### config.mk
export PLATFORM = sky130hd
export DESIGN_NAME = uart_tx_flat
export DESIGN_NICKNAME = d
export VERILOG_FILES = /design/src/rtl/uart_tx_if.sv /design/src/rtl/uart_tx.sv /design/src/flat_wrapper.sv
export SDC_FILE = /design/constraint.sdc
export NUM_CORES = 1
export LEC_CHECK = 0
export BUFFER_PORTS_ARGS = -buffer_cell sky130_fd_sc_hd__buf_2
export CORE_MARGIN = 3
export CORE_UTILIZATION = 50
export CTS_BUF_LIST = sky130_fd_sc_hd__clkbuf_8 sky130_fd_sc_hd__clkbuf_16
export DETAILED_ROUTE_END_ITERATION = 10
export MAX_ROUTING_LAYER = met4
export PLACE_DENSITY = 0.7
export SLEW_MARGIN = 40
export SYNTH_ARGS = -nofsm -noshare
export SYNTH_HDL_FRONTEND = slang
export SYNTH_SLANG_ARGS = --single-unit
### constraint.sdc
create_clock -name clk -period 2.61 [get_ports clk]
set_input_delay 0.1305 -clock clk [delete_from_list [all_inputs] [get_ports clk]]
set_output_delay 0.1305 -clock clk [all_outputs]
set_load 0.02 [all_outputs]
### src/rtl/uart_tx_if.sv
`default_nettype none
// +------------------------------------------------------------------------+
// | Module   : uart_tx_if                                                  |
// | Purpose  : Request/serial bundle between a frame source and uart_tx.   |
// | Signals  : p_data     - parallel payload (DATA_WIDTH bits)             |
// |            data_valid - single-cycle send request                      |
// |            par_en     - append parity bit when 1                       |
// |            par_typ    - parity type, 0 = even, 1 = odd                 |
// |            prescale   - clk cycles per serial bit (0 behaves as 1)     |
// |            tx_out     - serial line, idle high                         |
// |            busy       - high while a frame is in progress              |
// | Modports : master (frame source), slave (uart_tx)                      |
// | Revision : 1.0 - initial release                                       |
// +------------------------------------------------------------------------+
interface uart_tx_if #(
   parameter int DATA_WIDTH = 8,
   parameter int PRESCALE_W = 6
);
   logic [DATA_WIDTH-1:0] p_data;
   logic                  data_valid;
   logic                  par_en;
   logic                  par_typ;
   logic [PRESCALE_W-1:0] prescale;
   logic                  tx_out;
   logic                  busy;

   modport master (
      output p_data, data_valid, par_en, par_typ, prescale,
      input  tx_out, busy
   );

   modport slave (
      input  p_data, data_valid, par_en, par_typ, prescale,
      output tx_out, busy
   );
endinterface
`default_nettype wire

### src/rtl/uart_tx.sv
`default_nettype none
// +------------------------------------------------------------------------+
// | Module   : uart_tx                                                     |
// | Purpose  : Serial transmitter: start bit, DATA_WIDTH data bits LSB     |
// |            first, optional parity bit, stop bit. Each bit lasts        |
// |            'prescale' clk cycles (prescale latched per frame).         |
// | Ports    : clk - system clock, rising edge                             |
// |            rst - synchronous, active-low reset                         |
// |            bus - uart_tx_if.slave (request inputs, tx_out, busy)       |
// | Macro    : UART_TX_PARITY_EN - when defined, the PARITY state and the  |
// |            par_en/par_typ handling are built; otherwise frames are     |
// |            always start + data + stop and par_en/par_typ are ignored.  |
// | Revision : 1.0 - initial release                                       |
// +------------------------------------------------------------------------+
module uart_tx #(
   parameter int DATA_WIDTH = 8,
   parameter int PRESCALE_W = 6
) (
   input  logic        clk,
   input  logic        rst,
   uart_tx_if.slave    bus
);

   localparam int                    c_bit_w    = (DATA_WIDTH > 1) ? $clog2(DATA_WIDTH) : 1;
   localparam logic [c_bit_w-1:0]    c_last_bit = c_bit_w'(DATA_WIDTH - 1);
   localparam logic [PRESCALE_W-1:0] c_presc_1  = PRESCALE_W'(1);

   typedef enum logic [2:0] {
      IDLE   = 3'd0,
      START  = 3'd1,
      DATA   = 3'd2,
      PARITY = 3'd3,
      STOP   = 3'd4
   } state_t;

   state_t                r_state, w_state;
   logic [PRESCALE_W-1:0] r_cnt,   w_cnt;
   logic [PRESCALE_W-1:0] r_presc, w_presc;
   logic [c_bit_w-1:0]    r_bit,   w_bit;
   logic [DATA_WIDTH-1:0] r_data,  w_data;
   logic                  r_tx,    w_tx;
   logic                  r_busy,  w_busy;
   logic                  w_load;
   logic [PRESCALE_W-1:0] w_presc_in;

`ifdef UART_TX_PARITY_EN
   logic r_par_en,  w_par_en;
   logic r_par_bit, w_par_bit;
   logic w_par_in;

   // Parity is resolved at acceptance time so later p_data changes cannot leak in.
   assign w_par_in = bus.par_typ ^ (^bus.p_data);
`else
   logic w_unused_par;
   assign w_unused_par = bus.par_en ^ bus.par_typ;
`endif

   // A prescale of zero behaves as one cycle per bit.
   assign w_presc_in = (bus.prescale == '0) ? c_presc_1 : bus.prescale;

   assign bus.tx_out = r_tx;
   assign bus.busy   = r_busy;

   always_comb begin
      w_state = r_state;
      w_cnt   = r_cnt;
      w_presc = r_presc;
      w_bit   = r_bit;
      w_data  = r_data;
      w_tx    = r_tx;
      w_busy  = r_busy;
      w_load  = 1'b0;
`ifdef UART_TX_PARITY_EN
      w_par_en  = r_par_en;
      w_par_bit = r_par_bit;
`endif

      case (r_state)
         IDLE: begin
            w_tx   = 1'b1;
            w_busy = 1'b0;
            w_load = bus.data_valid;
         end
         START: begin
            if (r_cnt == '0) begin
               w_state = DATA;
               w_cnt   = r_presc - c_presc_1;
               w_bit   = '0;
               w_tx    = r_data[0];
            end else begin
               w_cnt = r_cnt - c_presc_1;
            end
         end
         DATA: begin
            if (r_cnt == '0) begin
               w_cnt = r_presc - c_presc_1;
               if (r_bit == c_last_bit) begin
`ifdef UART_TX_PARITY_EN
                  if (r_par_en) begin
                     w_state = PARITY;
                     w_tx    = r_par_bit;
                  end else begin
                     w_state = STOP;
                     w_tx    = 1'b1;
                  end
`else
                  w_state = STOP;
                  w_tx    = 1'b1;
`endif
               end else begin
                  // Shift register keeps the next bit to send in position 0.
                  w_bit  = r_bit + c_bit_w'(1);
                  w_data = r_data >> 1;
                  w_tx   = w_data[0];
               end
            end else begin
               w_cnt = r_cnt - c_presc_1;
            end
         end
`ifdef UART_TX_PARITY_EN
         PARITY: begin
            if (r_cnt == '0) begin
               w_state = STOP;
               w_cnt   = r_presc - c_presc_1;
               w_tx    = 1'b1;
            end else begin
               w_cnt = r_cnt - c_presc_1;
            end
         end
`endif
         STOP: begin
            if (r_cnt == '0) begin
               // A request in the final stop cycle chains straight into a new start bit.
               if (bus.data_valid) begin
                  w_load = 1'b1;
               end else begin
                  w_state = IDLE;
                  w_tx    = 1'b1;
                  w_busy  = 1'b0;
               end
            end else begin
               w_cnt = r_cnt - c_presc_1;
            end
         end
         default: begin
            w_state = IDLE;
            w_tx    = 1'b1;
            w_busy  = 1'b0;
         end
      endcase

      if (w_load) begin
         w_state = START;
         w_presc = w_presc_in;
         w_cnt   = w_presc_in - c_presc_1;
         w_bit   = '0;
         w_data  = bus.p_data;
         w_tx    = 1'b0;
         w_busy  = 1'b1;
`ifdef UART_TX_PARITY_EN
         w_par_en  = bus.par_en;
         w_par_bit = w_par_in;
`endif
      end
   end

   always_ff @(posedge clk) begin
      if (!rst) begin
         r_state <= IDLE;
         r_cnt   <= '0;
         r_presc <= '0;
         r_bit   <= '0;
         r_data  <= '0;
         r_tx    <= 1'b1;
         r_busy  <= 1'b0;
`ifdef UART_TX_PARITY_EN
         r_par_en  <= 1'b0;
         r_par_bit <= 1'b0;
`endif
      end else begin
         r_state <= w_state;
         r_cnt   <= w_cnt;
         r_presc <= w_presc;
         r_bit   <= w_bit;
         r_data  <= w_data;
         r_tx    <= w_tx;
         r_busy  <= w_busy;
`ifdef UART_TX_PARITY_EN
         r_par_en  <= w_par_en;
         r_par_bit <= w_par_bit;
`endif
      end
   end

endmodule
`default_nettype wire
### src/flat_wrapper.sv
// flat-port wrapper written by rule: the top's interface ports become plain ports
module uart_tx_flat 
#(
   parameter int DATA_WIDTH = 8,
   parameter int PRESCALE_W = 6
)
  (clk, rst, bus_p_data, bus_data_valid, bus_par_en, bus_par_typ, bus_prescale, bus_tx_out, bus_busy);
  uart_tx_if #(.DATA_WIDTH(DATA_WIDTH), .PRESCALE_W(PRESCALE_W)) bus_i ();
  input  logic clk;
  input  logic rst;
  input wire logic [$bits(bus_i.p_data)-1:0] bus_p_data;
  input wire logic [$bits(bus_i.data_valid)-1:0] bus_data_valid;
  input wire logic [$bits(bus_i.par_en)-1:0] bus_par_en;
  input wire logic [$bits(bus_i.par_typ)-1:0] bus_par_typ;
  input wire logic [$bits(bus_i.prescale)-1:0] bus_prescale;
  output wire logic [$bits(bus_i.tx_out)-1:0] bus_tx_out;
  output wire logic [$bits(bus_i.busy)-1:0] bus_busy;
  assign bus_i.p_data = bus_p_data;
  assign bus_i.data_valid = bus_data_valid;
  assign bus_i.par_en = bus_par_en;
  assign bus_i.par_typ = bus_par_typ;
  assign bus_i.prescale = bus_prescale;
  assign bus_tx_out = bus_i.tx_out;
  assign bus_busy = bus_i.busy;
  uart_tx #(.DATA_WIDTH(DATA_WIDTH), .PRESCALE_W(PRESCALE_W)) u_core (.clk(clk), .rst(rst), .bus(bus_i));
endmodule
==> results.sh <==
export IMPL_p_leak_nw=0.8084
export IMPL_initial_core_util_pct=53.00
export IMPL_finClkSkew_ns=0.002188
export IMPL_synth_warnings=0
export IMPL_synth_flop_cell="dfxtp_1"
export IMPL_seq_area_frac_synth_pct=30.96
export IMPL_io_pins=21
export IMPL_antenna_cells=0
export IMPL_grt_pass1_wl_mm=7.272
export IMPL_maxSlewHeadroom_pct=63.45
export IMPL_n_fill_cell=331
export IMPL_cts_buffers=3
export IMPL_area_growth_pct=12.44
export IMPL_drv_slew=0
export IMPL_yosys_area_share_simple_pct=23.64
export IMPL_grt_usage_pct=21.56
export IMPL_drive_gt1_share_pct=17.28
export IMPL_grt_max_degree=26
export IMPL_final_cell_mix="nand2_1 (33), dfxtp_1 (28), a21oi_1 (18), buf_2 (18)"
export IMPL_grt_antenna_before_repair=0
export IMPL_critPathKind="reg2reg"
export IMPL_worst_skew_pair_late_latency_ns=0.27
export IMPL_nets=268
export IMPL_hpwl_mm=2.982
export IMPL_hold_violations=0
export IMPL_cts_tree="done"
export IMPL_fin_setup_tns_ns=0
export IMPL_synth_top_family_by_area="compound AO/OA/AOI/OAI gates"
export IMPL_wl_per_cell_um=14.62
export IMPL_die_y_um=66.18
export IMPL_clockRootBuffer="clkbuf_8"
export IMPL_num_rows=21
export IMPL_grt_remaining_overflow=0
export IMPL_firstDrtPassIters=4
export IMPL_synth_area_sq_um=1810
export IMPL_core_sq_um=3416
export IMPL_power_density_nw_per_um2=1016
export IMPL_die_w_um=66.18
export IMPL_drtIter0Drc=110
export IMPL_required_ns=2.78
export IMPL_power_total_mw=2.068
export IMPL_multiInputGateArea_sq_um=1166
export IMPL_synthDistinctLibCells=56
export IMPL_arrival_ns=2.28
export IMPL_place_gp_congestion=0.8571
export IMPL_drc=0
export IMPL_tightest_slew_ns=0.5441
export IMPL_drv_cap=0
export IMPL_detail_route_antenna_nets=0
export IMPL_final_common_cell="nand2_1"
export IMPL_rsz0062_at_grt="false"
export IMPL_syn_avg_cell_area_sq_um=8.011
export IMPL_postCtsSetupBuffers=0
export IMPL_clk_pin_slew_ns=0.10
export IMPL_status="finished clean"
export IMPL_ys_seq_elements=28
export IMPL_path_max_fanout=9
export IMPL_syn_inst=226
export IMPL_viasPerCell=5.865
export IMPL_cts_repair_resized=0
export IMPL_synthArstFlopShare_pct=0
export IMPL_cts_sinks=28
export IMPL_routed_wl_mm=4.225
export IMPL_synth_compound_area_share_pct=30.68
export IMPL_cp_start_kind="register"
export IMPL_crit_path_end_kind="register"
export IMPL_synth_xor_area_share_pct=4.354
export IMPL_htreeDepth=1
export IMPL_synthAdderAreaFrac_pct=3.455
export IMPL_io_buffers=18
export IMPL_synth_edf_count=0
export IMPL_max_freq_mhz=473.2
export IMPL_hold_buffers=0
export IMPL_vdd_drop_max_mv=0.5428
export IMPL_worstHoldPathType="in2reg"
export IMPL_finalSetupViolations=0
export IMPL_fin_crit_sh_pct=80.97
export IMPL_min_period_ns=2.113
export IMPL_synth_fp_nets=250
export IMPL_regArea_sq_um=560.5
export IMPL_cts_buffer_depth=2
export IMPL_via_count=1695
export IMPL_grt_pass1_vias=1557
export IMPL_synth_mux_area_share_pct=2.281
export IMPL_die_area_sq_um=4379
## power breakdown
group,switching (mW),internal [mW]
clock,0.137,0.205
combinational,0.615,0.475
sequential,0.109,0.527
total,0.861,1.21
## through the flow
stage / hold WS (ns) / instances / worst slack [ns] / util, % / cell area [sq um]
2_1_floorplan: 0.2653 / 226 / 0.7137 / - / 1810
3_3_place_gp: 0.3704 / 285 / 0.5163 / 57.51 / 1964
6_report: 0.08055 / 289 / 0.4968 / 59.60 / 2036
5_1_grt: 0.1007 / 289 / 0.2713 / 59.60 / 2036
4_1_cts: 0.08025 / 289 / 0.4815 / 59.60 / 2036
3_5_place_dp: 0.3759 / 285 / 0.4941 / 57.51 / 1964
## worst paths after layout
path                                      start               end  slack, ns  cells after the start
worst min-delay path              bus_p_data[7]  u_core.r_data[7]       0.08                      3
worst min register to register  u_core.r_bit[1]   u_core.r_bit[1]       0.46                      2
worst max register to register  u_core.r_cnt[0]  u_core.r_data[0]       0.50                      7
worst max-delay path            u_core.r_cnt[0]  u_core.r_data[0]       0.50                      7
## kinds of logic after synthesis
logic type | after synthesis
simple gates | 80
compound gates | 79
flops | 28
buf+inv | 21
xor+xnor | 9
fa+ha+maj | 5
mux | 4
## per-layer routing
metal | part of all wire, % | wire (um) | up-vias | track usage, %
li1 | - | - | 864 | -
met4 | 0.57 | 24 | 0 | 8.122
met1 | 51 | 2143 | 801 | 30.15
met3 | 3.1 | 130 | 2 | 2.041
met2 | 46 | 1925 | 28 | 32.09
met5 | 0 | 0 | - | -
## worst max-delay path, stage by stage, from the launching register on
cell and delay [ns]:
dfxtp_1 0.35, inv_1 0.06, ha_1 0.17, or3b_4 0.43, nor4_4 0.54, mux2i_1 0.24
nand2_1 0.07, o211a_1 0.15
## cells in the mapped netlist (all sizes together), types with 2 or more instances
library cell | count | area [sq um]
a221oi | 2 | 17.52
o221a | 3 | 33.78
a22oi | 5 | 37.54
xor2 | 4 | 35.03
or2 | 2 | 12.51
nor4 | 2 | 27.53
a21boi | 11 | 82.58
nand2 | 33 | 123.9
ha | 5 | 62.56
xnor2 | 5 | 43.79
or3b | 3 | 28.78
nor3b | 6 | 55.05
o21ai | 11 | 55.05
nand3 | 5 | 25.02
or3 | 6 | 37.54
clkbuf | 8 | 30.03
mux2i | 3 | 30.03
dfxtp | 28 | 560.5
a2111oi | 2 | 17.52
o22ai | 2 | 12.51
buf | 5 | 23.77
nand2b | 2 | 12.51
inv | 8 | 30.03
a21oi | 19 | 98.85
o211a | 3 | 30.03
o31ai | 2 | 15.01
a211oi | 3 | 22.52
nor2 | 10 | 40.04
nor3 | 7 | 35.03
o211ai | 3 | 22.52
a32oi | 2 | 17.52
## cell type report
cell class | instances | area share (%)
multi-input cells | 177 | 57.28
flip-flops and latches | 28 | 27.54
repair buffers | 26 | 7.376
well taps | 46 | 2.827
clock buffers | 3 | 2.028
clock inverters | 1 | 1.475
inverters | 8 | 1.475
## flip-flops by register name, indices dropped and copies added, names as in the netlist
signal	flops
u_core.r_state	3
u_core.bus.busy	1
u_core.r_data	8
u_core.bus.tx_out	1
u_core.r_cnt	6
u_core.r_bit	3
u_core.r_presc	6
Power figures use the tool's default switching activity.
